[config.mk]
export PLATFORM = sky130hd
export DESIGN_NAME = alu_op_sequencer_flat
export DESIGN_NICKNAME = d
export VERILOG_FILES = /design/src/rtl/alu_op_sequencer_if.sv /design/src/rtl/alu_op_sequencer.sv /design/src/flat_wrapper.sv
export SDC_FILE = /design/constraint.sdc
export NUM_CORES = 1
export LEC_CHECK = 0
export CAP_MARGIN = 20
export CELL_PAD_IN_SITES_DETAIL_PLACEMENT = 1
export CELL_PAD_IN_SITES_GLOBAL_PLACEMENT = 1
export CORE_MARGIN = 10
export CORE_UTILIZATION = 39
export CTS_BUF_LIST = sky130_fd_sc_hd__clkbuf_8
export DETAILED_ROUTE_END_ITERATION = 8
export HOLD_SLACK_MARGIN = 0.03
export PLACE_DENSITY = 0.95
export SETUP_SLACK_MARGIN = 0.02
export SLEW_MARGIN = 20
export SYNTH_ARGS = -nofsm -noshare
export SYNTH_HDL_FRONTEND = slang
export SYNTH_SLANG_ARGS = --single-unit
[constraint.sdc]
create_clock -name aclk -period 6.2 [get_ports aclk]
set_input_delay 0.93 -clock aclk [delete_from_list [all_inputs] [get_ports aclk]]
set_output_delay 0.93 -clock aclk [all_outputs]
set_load 0.005 [all_outputs]
[src/rtl/alu_op_sequencer_if.sv]
// Command, ALU operand/result and response bundle between the sequencer and its environment.
// master is the sequencer's view; slave is the upstream/ALU/downstream side.
interface alu_op_sequencer_if #(
  parameter int WIDTH = 13
);
  logic             cmd_valid;
  logic             cmd_ready;
  logic [2:0]       cmd_opcode;
  logic [WIDTH-1:0] cmd_x;
  logic [WIDTH-1:0] cmd_y;

  logic [2:0]       alu_opcode;
  logic [WIDTH-1:0] alu_x;
  logic [WIDTH-1:0] alu_y;
  logic [WIDTH-1:0] alu_result;
  logic             alu_status;

  logic             rsp_valid;
  logic             rsp_ready;
  logic [WIDTH-1:0] rsp_result;
  logic             rsp_zero;
  logic             rsp_err;

  modport master (
    input  cmd_valid, cmd_opcode, cmd_x, cmd_y,
    output cmd_ready,
    output alu_opcode, alu_x, alu_y,
    input  alu_result, alu_status,
    output rsp_valid, rsp_result, rsp_zero, rsp_err,
    input  rsp_ready
  );

  modport slave (
    output cmd_valid, cmd_opcode, cmd_x, cmd_y,
    input  cmd_ready,
    input  alu_opcode, alu_x, alu_y,
    output alu_result, alu_status,
    input  rsp_valid, rsp_result, rsp_zero, rsp_err,
    output rsp_ready
  );
endinterface

[src/rtl/alu_op_sequencer.sv]
// Issues one ALU operation per command, waits the ALU latency, and returns the captured
// result over a response handshake; divide/modulo by zero is answered without issuing.
module alu_op_sequencer #(
  parameter int WIDTH   = 13,
  parameter int ALU_LAT = 1
) (
  input  logic                 aclk,
  input  logic                 aresetn,
  alu_op_sequencer_if.master   io,
  output logic                 busy,
  input  logic                 cnt_clr,
  output logic [15:0]          op_count,
  output logic [7:0]           err_count
);

  localparam logic [3:0] LAT_INIT = 4'(ALU_LAT);

  typedef enum logic [1:0] {S_IDLE, S_WAIT, S_RESP} state_t;

  state_t     state, state_nxt;
  logic [3:0] wait_cnt;
  logic       accept;
  logic       div_zero;
  logic       issue;
  logic       capture;
  logic       rsp_hs;

  function automatic logic [15:0] sat_inc16(input logic [15:0] v);
    return (v == 16'hFFFF) ? v : v + 16'd1;
  endfunction

  function automatic logic [7:0] sat_inc8(input logic [7:0] v);
    return (v == 8'hFF) ? v : v + 8'd1;
  endfunction

  assign accept   = (state == S_IDLE) && io.cmd_valid;
  assign div_zero = ((io.cmd_opcode == 3'b011) || (io.cmd_opcode == 3'b100)) &&
                    (io.cmd_y == '0);
  assign issue    = accept && !div_zero;
  assign capture  = (state == S_WAIT) && (wait_cnt == 4'd0);
  assign rsp_hs   = (state == S_RESP) && io.rsp_ready;

  always_ff @(posedge aclk or negedge aresetn) begin
    if (!aresetn) state <= S_IDLE;
    else          state <= state_nxt;
  end

  always_comb begin
    state_nxt    = state;
    io.cmd_ready = 1'b0;
    io.rsp_valid = 1'b0;
    busy         = 1'b1;
    case (state)
      S_IDLE: begin
        io.cmd_ready = 1'b1;
        busy         = 1'b0;
        if (io.cmd_valid) state_nxt = div_zero ? S_RESP : S_WAIT;
      end
      S_WAIT: begin
        if (wait_cnt == 4'd0) state_nxt = S_RESP;
      end
      S_RESP: begin
        io.rsp_valid = 1'b1;
        if (io.rsp_ready) state_nxt = S_IDLE;
      end
      default: state_nxt = S_IDLE;
    endcase
  end

  // Latency counter: loaded on issue, capture happens on the edge it reads zero
  always_ff @(posedge aclk or negedge aresetn) begin
    if (!aresetn)                              wait_cnt <= 4'd0;
    else if (issue)                            wait_cnt <= LAT_INIT;
    else if (state == S_WAIT && wait_cnt != 0) wait_cnt <= wait_cnt - 4'd1;
  end

  always_ff @(posedge aclk or negedge aresetn) begin
    if (!aresetn) begin
      io.alu_opcode <= 3'b000;
      io.alu_x      <= '0;
      io.alu_y      <= '0;
    end else if (issue) begin
      io.alu_opcode <= io.cmd_opcode;
      io.alu_x      <= io.cmd_x;
      io.alu_y      <= io.cmd_y;
    end
  end

  always_ff @(posedge aclk or negedge aresetn) begin
    if (!aresetn) begin
      io.rsp_result <= '0;
      io.rsp_zero   <= 1'b0;
      io.rsp_err    <= 1'b0;
    end else if (accept && div_zero) begin
      io.rsp_result <= '0;
      io.rsp_zero   <= 1'b0;
      io.rsp_err    <= 1'b1;
    end else if (capture) begin
      io.rsp_result <= io.alu_result;
      io.rsp_zero   <= io.alu_status;
      io.rsp_err    <= 1'b0;
    end
  end

  // Clear wins over a same-edge increment
  always_ff @(posedge aclk or negedge aresetn) begin
    if (!aresetn) begin
      op_count  <= 16'd0;
      err_count <= 8'd0;
    end else if (cnt_clr) begin
      op_count  <= 16'd0;
      err_count <= 8'd0;
    end else if (rsp_hs) begin
      op_count <= sat_inc16(op_count);
      if (io.rsp_err) err_count <= sat_inc8(err_count);
    end
  end

endmodule

[src/flat_wrapper.sv]
// flat-port wrapper written by rule: the top's interface ports become plain ports
module alu_op_sequencer_flat 
#(
  parameter int WIDTH   = 13,
  parameter int ALU_LAT = 1
)
  (aclk, aresetn, busy, cnt_clr, op_count, err_count, io_cmd_valid, io_cmd_opcode, io_cmd_x, io_cmd_y, io_cmd_ready, io_alu_opcode, io_alu_x, io_alu_y, io_alu_result, io_alu_status, io_rsp_valid, io_rsp_result, io_rsp_zero, io_rsp_err, io_rsp_ready);
  alu_op_sequencer_if #(.WIDTH(WIDTH)) io_i ();
  input  logic aclk;
  input  logic aresetn;
  output logic busy;
  input  logic cnt_clr;
  output logic [15:0] op_count;
  output logic [7:0] err_count;
  input wire logic [$bits(io_i.cmd_valid)-1:0] io_cmd_valid;
  input wire logic [$bits(io_i.cmd_opcode)-1:0] io_cmd_opcode;
  input wire logic [$bits(io_i.cmd_x)-1:0] io_cmd_x;
  input wire logic [$bits(io_i.cmd_y)-1:0] io_cmd_y;
  output wire logic [$bits(io_i.cmd_ready)-1:0] io_cmd_ready;
  output wire logic [$bits(io_i.alu_opcode)-1:0] io_alu_opcode;
  output wire logic [$bits(io_i.alu_x)-1:0] io_alu_x;
  output wire logic [$bits(io_i.alu_y)-1:0] io_alu_y;
  input wire logic [$bits(io_i.alu_result)-1:0] io_alu_result;
  input wire logic [$bits(io_i.alu_status)-1:0] io_alu_status;
  output wire logic [$bits(io_i.rsp_valid)-1:0] io_rsp_valid;
  output wire logic [$bits(io_i.rsp_result)-1:0] io_rsp_result;
  output wire logic [$bits(io_i.rsp_zero)-1:0] io_rsp_zero;
  output wire logic [$bits(io_i.rsp_err)-1:0] io_rsp_err;
  input wire logic [$bits(io_i.rsp_ready)-1:0] io_rsp_ready;
  assign io_i.cmd_valid = io_cmd_valid;
  assign io_i.cmd_opcode = io_cmd_opcode;
  assign io_i.cmd_x = io_cmd_x;
  assign io_i.cmd_y = io_cmd_y;
  assign io_cmd_ready = io_i.cmd_ready;
  assign io_alu_opcode = io_i.alu_opcode;
  assign io_alu_x = io_i.alu_x;
  assign io_alu_y = io_i.alu_y;
  assign io_i.alu_result = io_alu_result;
  assign io_i.alu_status = io_alu_status;
  assign io_rsp_valid = io_i.rsp_valid;
  assign io_rsp_result = io_i.rsp_result;
  assign io_rsp_zero = io_i.rsp_zero;
  assign io_rsp_err = io_i.rsp_err;
  assign io_i.rsp_ready = io_rsp_ready;
  alu_op_sequencer #(.WIDTH(WIDTH), .ALU_LAT(ALU_LAT)) u_core (.aclk(aclk), .aresetn(aresetn), .io(io_i), .busy(busy), .cnt_clr(cnt_clr), .op_count(op_count), .err_count(err_count));
endmodule
==> results of run 1 <==
metal layers:
metal / up-vias / share of wire, % / global-route usage (%)
met4: 0 / 1.4 / 5.85
met5: - / 0 / 0
met1: 1473 / 38 / 18.1
met3: 14 / 5.6 / 4.99
met2: 72 / 55 / 29.5
li1: 1339 / - / -
kinds of logic after synthesis:
kind of cell | after synthesis
flip-flops | 74
AO/OA/AOI/OAI | 42
adder cells (fa/ha/maj) | 4
multiplexers | 48
buffers and inverters | 18
AND/OR/NAND/NOR | 110
XOR/XNOR | 5
per-stage QoR:
| stage | hold slack, ns | instances | util (%) |
|---|---|---|---|
| after floorplan | 0.489 | 301 | - |
| final | 0.515 | 534 | 57.6 |
| after global placement | 0.489 | 517 | 54.7 |
| after detailed placement | 0.496 | 517 | 54.7 |
| after global routing | 0.532 | 533 | 57.6 |
| after CTS | 0.516 | 533 | 57.6 |
synthesized netlist by cell type, drive strengths merged:
cell type | instances | area (sq um)
or3 | 5 | 32.5
o31ai | 10 | 80.1
ha | 4 | 50.1
or3b | 1 | 8.76
a311oi | 1 | 8.76
nor3b | 1 | 7.51
o41ai | 1 | 8.76
nand4 | 6 | 43.8
o21ai | 5 | 25.0
or4 | 10 | 80.1
and3 | 1 | 6.26
a21oi | 15 | 75.1
o21bai | 1 | 7.51
nand2 | 14 | 52.6
nor4b | 1 | 8.76
mux2 | 31 | 349
a21o | 1 | 7.51
o211ai | 1 | 7.51
nor4 | 6 | 37.5
clkbuf | 6 | 22.5
and4 | 1 | 10.0
dfrtp | 74 | 1850
and4b | 2 | 20.0
xor2 | 2 | 17.5
o311ai | 1 | 8.76
and2 | 4 | 25.0
and3b | 2 | 17.5
a2111oi | 1 | 15.0
nand2b | 4 | 25.0
inv | 6 | 22.5
nor2b | 3 | 18.8
buf | 6 | 28.8
xnor2 | 3 | 26.3
nand3 | 14 | 75.1
nand3b | 2 | 15.0
mux2i | 17 | 170
nor2 | 27 | 101
o211a | 1 | 10.0
a211oi | 3 | 22.5
nor3 | 6 | 30.0
a31oi | 1 | 6.26
report_power, final:
group / internal, mW / switching (mW) / total [mW]
Clock: 0.288 / 0.181 / 0.469
Sequential: 0.647 / 0.0983 / 0.745
Combinational: 0.469 / 0.282 / 0.751
cell type report:
cell class	instances	area, sq um	share of cell area (%)
flip-flops and latches	74	1850	37.2
multi-input cells	209	1520	30.5
repair buffers	120	1190	24.0
clock buffers	11	151	3.04
well taps	108	135	2.71
clock inverters	5	100	2.01
inverters	6	22.5	0.452
diodes	1	2.50	0.0503
sequential cells by signal, summed over array words and instances (netlist names):
| register | cells |
|---|---|
| u_core.io.rsp_zero | 1 |
| u_core.state | 2 |
| u_core.io.rsp_result | 13 |
| u_core.err_count | 8 |
| u_core.io.alu_y | 13 |
| u_core.wait_cnt | 4 |
| u_core.io.rsp_err | 1 |
| u_core.op_count | 16 |
| u_core.io.alu_x | 13 |
| u_core.io.alu_opcode | 3 |
final timing paths:
path	to	depth (start not counted)
worst max-delay path	u_core.io.alu_y[11]$_DFFE_PN0N_	6
worst min-delay path	u_core.io.alu_x[1]$_DFFE_PN0N_	1
min in group asynchronous	u_core.op_count[14]$_DFFE_PN0P_	1
worst max register to register	u_core.io.rsp_result[12]$_DFFE_PN0P_	6
max in group asynchronous	u_core.io.alu_x[2]$_DFFE_PN0N_	1
worst min register to register	u_core.io.alu_x[1]$_DFFE_PN0N_	1
==> impl_metrics.yaml, run 1 <==
outcome:
  status: "finished, final reports clean"
pwr:
  ir_drop_uv: 228
  finalPower_mw: 1.97
  power_leakage_nw: 2.08
  power_density_nw_per_um2: 395
sta:
  max_freq_mhz: 361
  fin_crit_ns: 2.77
  rsz0062_at_grt: "no"
  slew_headroom_pct: 31.0
  period_share_pct: 44.7
  finalSetupViolations: 0
  finalMaxSlewViolations: 0
  worst-slew-pin-transition_ns: 1.03
  worst_slack_ns: 3.43
  final.setup.tns_ns: 0
  hold_viol_final: 0
  skew_ns: 0.00800
synth:
  synthesis.nets: 353
  synthMuxAreaShare_pct: 15.1
  synth_xor_area_share_pct: 1.27
  synth-compound-area-share_pct: 8.23
  yosys.cell_types.count: 49
  avgSynthCellArea_sq_um: 11.4
  yosys.area_share.simple_pct: 17.9
  seq_area_frac_synth_pct: 53.9
  synthAdderAreaFrac_pct: 1.46
  synth_top_family_by_area: "simple AND/OR/NAND/NOR gates"
  syn_inst: 301
  ys_warn_count: 0
  syn_area_sq_um: 3440
  synth_seq_cells: 74
cts:
  path_clk_slew_ns: 0.08
  clockBufferDepth: 2
  hold_buffers: 0
  cts.repair.resized: 0
  tritoncts: "done"
  cts_buffers: 9
  clock-sinks: 74
  htreeDepth: 3
  root_buffer: "clkbuf_8"
  cts_setup_buffers: 0
  clk_latency_ns: 0.34
critical_path:
  critPathLaunch: "io_cmd_y[0]"
  crit_family: "buffers and inverters"
  cp_slowest_stage_delay_ns: 0.43
  crit_buf_inv: 2
  crit_chain: "clkdlybuf4s50_1 > nor4_1 > o211ai_1 > o21bai_2 > buf_4 > mux2_2"
  cp_max_fo: 29
  rr_startpoint: "u_core.wait_cnt[0]$_DFFE_PN0P_"
  cp-start-kind: "input port"
  worst_ep_required_time_ns: 6.42
  cp-end-kind: "register"
  crit_type: "input port to register"
  critPathArrivalTime_ns: 3.00
  crit_slowest_cell: "clkdlybuf4s50_1"
  ff2ff_setup_slack_ns: 3.77
place:
  port_buffers: 118
  placed_cell_area_sq_um: 4720
  gp_congestion: 0.782
  place_hpwl_um: 8060
  dp_slack_ns: 3.06
grt:
  grt_pass1_vias: 3201
  grt_overflow_total: 0
  grt_pass1_wl_um: 17200
  grt_max_degree: 75
  grt_usage_pct: 16.5
  grt_antenna_before_repair: 0
route:
  firstDrtPassIters: 4
  via_count: 2898
  wl_um: 10600
  detail_route.wl_per_cell_um: 19.9
  remaining_drc_errors: 0
  postRouteAntennaNets: 0
  via_per_inst: 5.43
  drt_iter0_markers: 74
floorplan:
  rows: 34
  die_y_um: 114
  io_pins: 119
  die_x_um: 114
  die-area_sq_um: 13000
  core_sq_um: 8640
  floorplan.initialDensity_pct: 39.8
cells_and_area:
  area_growth_pct: 44.8
  layout_commonest_cell: "clkdlybuf4s50_1"
  design_area_sq_um: 4980
  fillers: 947
  layout-drive-gt1-share_pct: 14.1
  nets: 472
  final_cell_mix: "117 x clkdlybuf4s50_1, 74 x dfrtp_1, 30 x mux2_2"
flow_run:
  max_cap_violations: 0
worst_hold_path:
  hold_class: "register to register"
  min_from: "u_core.io.alu_x[1]$_DFFE_PN0N_"
Note: power is estimated with default switching activity, not from simulation.
==> run 2, diff against run 1 <==
--- a/config.mk
+++ b/config.mk
@@ -9,11 +9,11 @@
 export CELL_PAD_IN_SITES_DETAIL_PLACEMENT = 1
 export CELL_PAD_IN_SITES_GLOBAL_PLACEMENT = 1
 export CORE_MARGIN = 10
-export CORE_UTILIZATION = 39
+export CORE_UTILIZATION = 36
 export CTS_BUF_LIST = sky130_fd_sc_hd__clkbuf_8
 export DETAILED_ROUTE_END_ITERATION = 8
 export HOLD_SLACK_MARGIN = 0.03
-export PLACE_DENSITY = 0.95
+export PLACE_DENSITY = 0.9
 export SETUP_SLACK_MARGIN = 0.02
 export SLEW_MARGIN = 20
 export SYNTH_ARGS = -nofsm -noshare
==> constraint.sdc (replaced) <==
create_clock -name aclk -period 2.7 [get_ports aclk]
set_input_delay 0.405 -clock aclk [delete_from_list [all_inputs] [get_ports aclk]]
set_output_delay 0.405 -clock aclk [all_outputs]
set_load 0.005 [all_outputs]
==> impl_metrics.yaml, run 2 (same netlist as run 1, synthesis figures left out) <==
place:
  port_buffers: 118
  place_hpwl_um: 7850
  placed_cell_area_sq_um: 4790
  numPlacedInstances: 543
  dp_slack_ns: 0.254
  gp_congestion: 0.823
sta:
  final.setup.tns_ns: 0
  rsz0062_at_grt: "no"
  slew_headroom_pct: 35.8
  period_share_pct: 77.6
  skew_ns: 0.0112
  hold_ws_ns: 0.194
  hold_viol_final: 0
  max_freq_mhz: 477
  finalSetupViolations: 0
  worst-slew-pin-transition_ns: 0.962
  fin_crit_ns: 2.09
  finalMaxSlewViolations: 0
  worst_slack_ns: 0.606
cts:
  path_clk_slew_ns: 0.08
  hold_buffers: 0
  cts.repair.resized: 0
  clk_latency_ns: 0.34
  clock-sinks: 74
  cts_setup_buffers: 0
  clockBufferDepth: 2
  htreeDepth: 3
  cts_buffers: 9
  root_buffer: "clkbuf_8"
  tritoncts: "done"
grt:
  grt_overflow_total: 0
  met1_usage_pct: 16.4
  met3_usage_pct: 5.18
  grt_pass1_wl_um: 17400
  grt_antenna_before_repair: 0
  grt_usage_pct: 15.2
  top_usage_layer: "met2"
  grt_max_degree: 75
  grt_pass1_vias: 3207
  met2_usage_pct: 27.5
floorplan:
  io_pins: 119
  rows: 35
  die_y_um: 118
  die_x_um: 118
  die-area_sq_um: 13900
  floorplan.initialDensity_pct: 37.0
  core_sq_um: 9280
cells_and_area:
  seq_area_sq_um: 1850
  final_util_pct: 53.9
  layoutNonFillerInstCount: 559
  final_cell_mix: "117 x clkdlybuf4s50_1, 74 x dfrtp_1, 30 x mux2_2"
  n_antenna_cell: 0
  largest_reg_flops: 16
  top_register: "u_core.op_count"
  layout-drive-gt1-share_pct: 14.9
  area_growth_pct: 45.6
  multi_input_area_sq_um: 1520
  nets: 477
  design_area_sq_um: 5010
  fillers: 1019
  layout_commonest_cell: "clkdlybuf4s50_1"
flow_run:
  max_cap_violations: 0
critical_path:
  crit_type: "register to register"
  critPathLaunch: "u_core.op_count[2]$_DFFE_PN0P_"
  rr_startpoint: "u_core.op_count[2]$_DFFE_PN0P_"
  worst_ep_required_time_ns: 2.92
  critPathArrivalTime_ns: 2.32
  cp-start-kind: "register"
  cp_max_fo: 9
  cp-end-kind: "register"
route:
  detail_route.wl_per_cell_um: 18.5
  firstDrtPassIters: 4
  via_count: 2892
  via_per_inst: 5.17
  wl_um: 10400
  postRouteAntennaNets: 0
  drt_iter0_markers: 67
  remaining_drc_errors: 0
pwr:
  ir_drop_uv: 435
  power_leakage_nw: 2.09
  power_density_nw_per_um2: 874
  finalPower_mw: 4.37
worst_hold_path:
  hold_class: "input port to async pin"
outcome:
  status: "finished, final reports clean"
[run 2: changes by cell type in the layout (fill, tap and decap cells not counted), sizes merged]
cell,delta
buf,+5
clkbuf,-2
clkinv,+2
bufinv,-1
diode,-1
inv,+1
[run 2: metal layers]
metal  up-vias  wire length (um)
met5         -                 0
met3         8               618
met4         0                78
met2        68              5560
met1      1457              4100
li1       1359                 -
[run 2: final timing paths]
kind / cells after the start / slack (ns) / endpoint
worst min-delay path: 1 / 0.19 / u_core.op_count[12]$_DFFE_PN0P_
min in group aclk: 1 / 0.51 / u_core.io.alu_x[1]$_DFFE_PN0N_
worst max-delay path: 4 / 0.61 / u_core.op_count[15]$_DFFE_PN0P_
worst max register to register: 4 / 0.61 / u_core.op_count[15]$_DFFE_PN0P_
max in group asynchronous: 1 / 1.86 / u_core.io.rsp_result[12]$_DFFE_PN0P_
worst min register to register: 1 / 0.51 / u_core.io.alu_x[1]$_DFFE_PN0N_
[run 2: where the power goes]
group          switching (mW)  leakage, nW  internal, mW  total [mW]
sequential              0.221        0.928          1.49        1.71
clock                   0.432        0.115         0.521       0.953
combinational           0.627         1.05          1.09        1.72
[run 2: critical path: stages, from the launching register on]
cell       delay (ns)
dfrtp_1          0.51
nand4_2          0.20
or4_4            0.54
a2111oi_2        0.36
mux2_1           0.36
[run 2: area by class of cell]
type	instances	share of cell area, %
multi-input cells	209	30.4
inverters	6	0.450
flip-flops and latches	74	37.0
clock buffers	9	2.47
well taps	129	3.22
clock inverters	7	1.90
repair buffers	125	24.6
==> run 3, diff against run 2 <==
--- a/config.mk
+++ b/config.mk
@@ -9,11 +9,11 @@
 export CELL_PAD_IN_SITES_DETAIL_PLACEMENT = 1
 export CELL_PAD_IN_SITES_GLOBAL_PLACEMENT = 1
 export CORE_MARGIN = 10
-export CORE_UTILIZATION = 36
+export CORE_UTILIZATION = 32
 export CTS_BUF_LIST = sky130_fd_sc_hd__clkbuf_8
 export DETAILED_ROUTE_END_ITERATION = 8
 export HOLD_SLACK_MARGIN = 0.03
-export PLACE_DENSITY = 0.9
+export PLACE_DENSITY = 0.85
 export SETUP_SLACK_MARGIN = 0.02
 export SLEW_MARGIN = 20
 export SYNTH_ARGS = -nofsm -noshare
==> constraint.sdc (replaced) <==
create_clock -name aclk -period 1.7 [get_ports aclk]
set_input_delay 0.255 -clock aclk [delete_from_list [all_inputs] [get_ports aclk]]
set_output_delay 0.255 -clock aclk [all_outputs]
set_load 0.005 [all_outputs]
==> impl_metrics.yaml, run 3 (same netlist as run 1, synthesis figures left out) <==
grt:
  grt_overflow_total: 0
  grt_max_degree: 31
  grt_antenna_before_repair: 0
  grt_pass1_vias: 3796
  grt_usage_pct: 17.5
  grt_pass1_wl_um: 20600
route:
  firstDrtPassIters: 4
  via_count: 3202
  wl_um: 13500
  drt_iter0_markers: 113
  postRouteAntennaNets: 0
  detail_route.wl_per_cell_um: 21.2
  remaining_drc_errors: 0
  via_per_inst: 5.03
cts:
  root_buffer: "clkbuf_8"
  clockBufferDepth: 2
  clk_latency_ns: 0.35
  clock-sinks: 74
  htreeDepth: 3
  path_clk_slew_ns: 0.09
  tritoncts: "done"
  cts_buffers: 9
floorplan:
  floorplan.initialDensity_pct: 33.0
  core_sq_um: 10400
  die_y_um: 124
  die-area_sq_um: 15300
  rows: 37
  die_x_um: 124
  io_pins: 119
sta:
  rsz0062_at_grt: "yes"
  period_share_pct: 102
  finalSetupViolations: 8
  fin_crit_ns: 1.74
  hold_viol_final: 0
  slew_headroom_pct: 60.1
  max_freq_mhz: 574
  worst-slew-pin-transition_ns: 0.599
  finalMaxSlewViolations: 0
  skew_ns: 0.0105
  worst_slack_ns: -0.0422
outcome:
  violations: "negative setup slack"
  status: "finished with violations"
cells_and_area:
  largest_reg_flops: 16
  layout-drive-gt1-share_pct: 36.1
  nets: 548
  layoutNonFillerInstCount: 637
  final_util_pct: 57.2
  seq_area_sq_um: 1860
  top_register: "u_core.op_count"
  layout_commonest_cell: "clkdlybuf4s50_1"
  n_antenna_cell: 0
  multi_input_area_sq_um: 1800
  design_area_sq_um: 5960
  area_growth_pct: 73.5
  final_cell_mix: "98 x clkdlybuf4s50_1, 66 x dfrtp_1, 61 x buf_4"
  fillers: 1065
place:
  place_hpwl_um: 9610
  placed_cell_area_sq_um: 5290
  gp_congestion: 0.839
  dp_slack_ns: -0.572
  port_buffers: 118
  numPlacedInstances: 602
pwr:
  finalPower_mw: 7.75
  power_leakage_nw: 2.67
  ir_drop_uv: 834
  power_density_nw_per_um2: 1300
critical_path:
  cp-start-kind: "register"
  worst_ep_required_time_ns: 1.94
  ff2ff_setup_slack_ns: -0.04
  cp-end-kind: "register"
  crit_type: "register to register"
  rr_startpoint: "u_core.op_count[0]$_DFFE_PN0P_"
  r2r_cells: 4
  cp_max_fo: 4
  rr_endpoint: "u_core.op_count[15]$_DFFE_PN0P_"
  critPathArrivalTime_ns: 1.98
worst_hold_path:
  hold_class: "input port to register"
  worstHoldPathCells: 2
  min_from: "io_cmd_y[6]"
  min_to: "u_core.io.alu_y[6]$_DFFE_PN0N_"
flow_run:
  max_cap_violations: 0
==> run 3: cell types whose count changed in the layout (fill, tap and decap cells not counted), sizes merged <==
cell and delta:
clkdlybuf4s15 +1, clkdlybuf4s50 -19, dlymetal6s2s +7, dlygate4sd3 +1
nand2b +1, buf +69, dlygate4sd2 +11
==> run 3: critical path: stages, from the launching register on <==
cell       delay (ns)
dfrtp_2          0.43
nand2_2          0.08
or4_4            0.57
a2111oi_4        0.23
mux2_4           0.33
==> run 3: cell type report <==
cell class / instances / area share, %
Tap cell: 136 / 2.85
Sequential cell: 74 / 31.2
Inverter: 6 / 0.378
Clock buffer: 9 / 2.08
Multi-Input combinational cell: 210 / 30.2
Timing Repair Buffer: 195 / 31.7
Clock inverter: 7 / 1.55
==> run 3: what timing repair did <==
item,in CTS,in global routing
resized for setup,42,41
pin swaps,14,17
buffers inserted,8,7
endpoints found under the hold margin,20,0
gates cloned,3,0
endpoints found under the setup margin,60,76
hold buffers,1,0
==> run 3: per-stage QoR <==
| step | TNS [ns] | hold WS (ns) |
|---|---|---|
| 6_report | -0.103 | 0.214 |
| 5_1_grt | -1.20 | 0.230 |
| 4_1_cts | -0.152 | 0.289 |
| 3_5_place_dp | -27.62 | 0.295 |
| 3_3_place_gp | -17.45 | 0.289 |
| 2_1_floorplan | -0.379 | -0.0406 |
==> run 3: worst max-delay path by stage <==
| stage | start | end | slack [ns] | cells after the start |
|---|---|---|---|---|
| after CTS | u_core.op_count[1]$_DFFE_PN0P_ | u_core.op_count[15]$_DFFE_PN0P_ | -0.07 | 4 |
| after global placement | io_cmd_y[0] | u_core.io.alu_x[12]$_DFFE_PN0N_ | -0.35 | 6 |
| after detailed placement | io_cmd_opcode[2] | u_core.io.alu_y[10]$_DFFE_PN0N_ | -0.57 | 6 |
| after floorplan | u_core.op_count[2]$_DFFE_PN0P_ | u_core.op_count[15]$_DFFE_PN0P_ | -0.04 | 4 |
| after global routing | u_core.op_count[5]$_DFFE_PN0P_ | u_core.op_count[15]$_DFFE_PN0P_ | -0.08 | 4 |
| final | u_core.op_count[0]$_DFFE_PN0P_ | u_core.op_count[15]$_DFFE_PN0P_ | -0.04 | 4 |
==> run 3: report_power, final <==
| part | internal (mW) | switching (mW) |
|---|---|---|
| Clock | 0.827 | 0.706 |
| Sequential | 2.37 | 0.415 |
| Combinational | 2.12 | 1.31 |
==> run 3: per-layer routing <==
layer | wire [um] | vias to the layer above | global-route usage, %
li1 | - | 1490 | -
met1 | 4940 | 1595 | 18.0
met2 | 7140 | 103 | 31.7
met3 | 1250 | 14 | 7.01
met4 | 157 | 0 | 5.68
met5 | 0 | - | 0
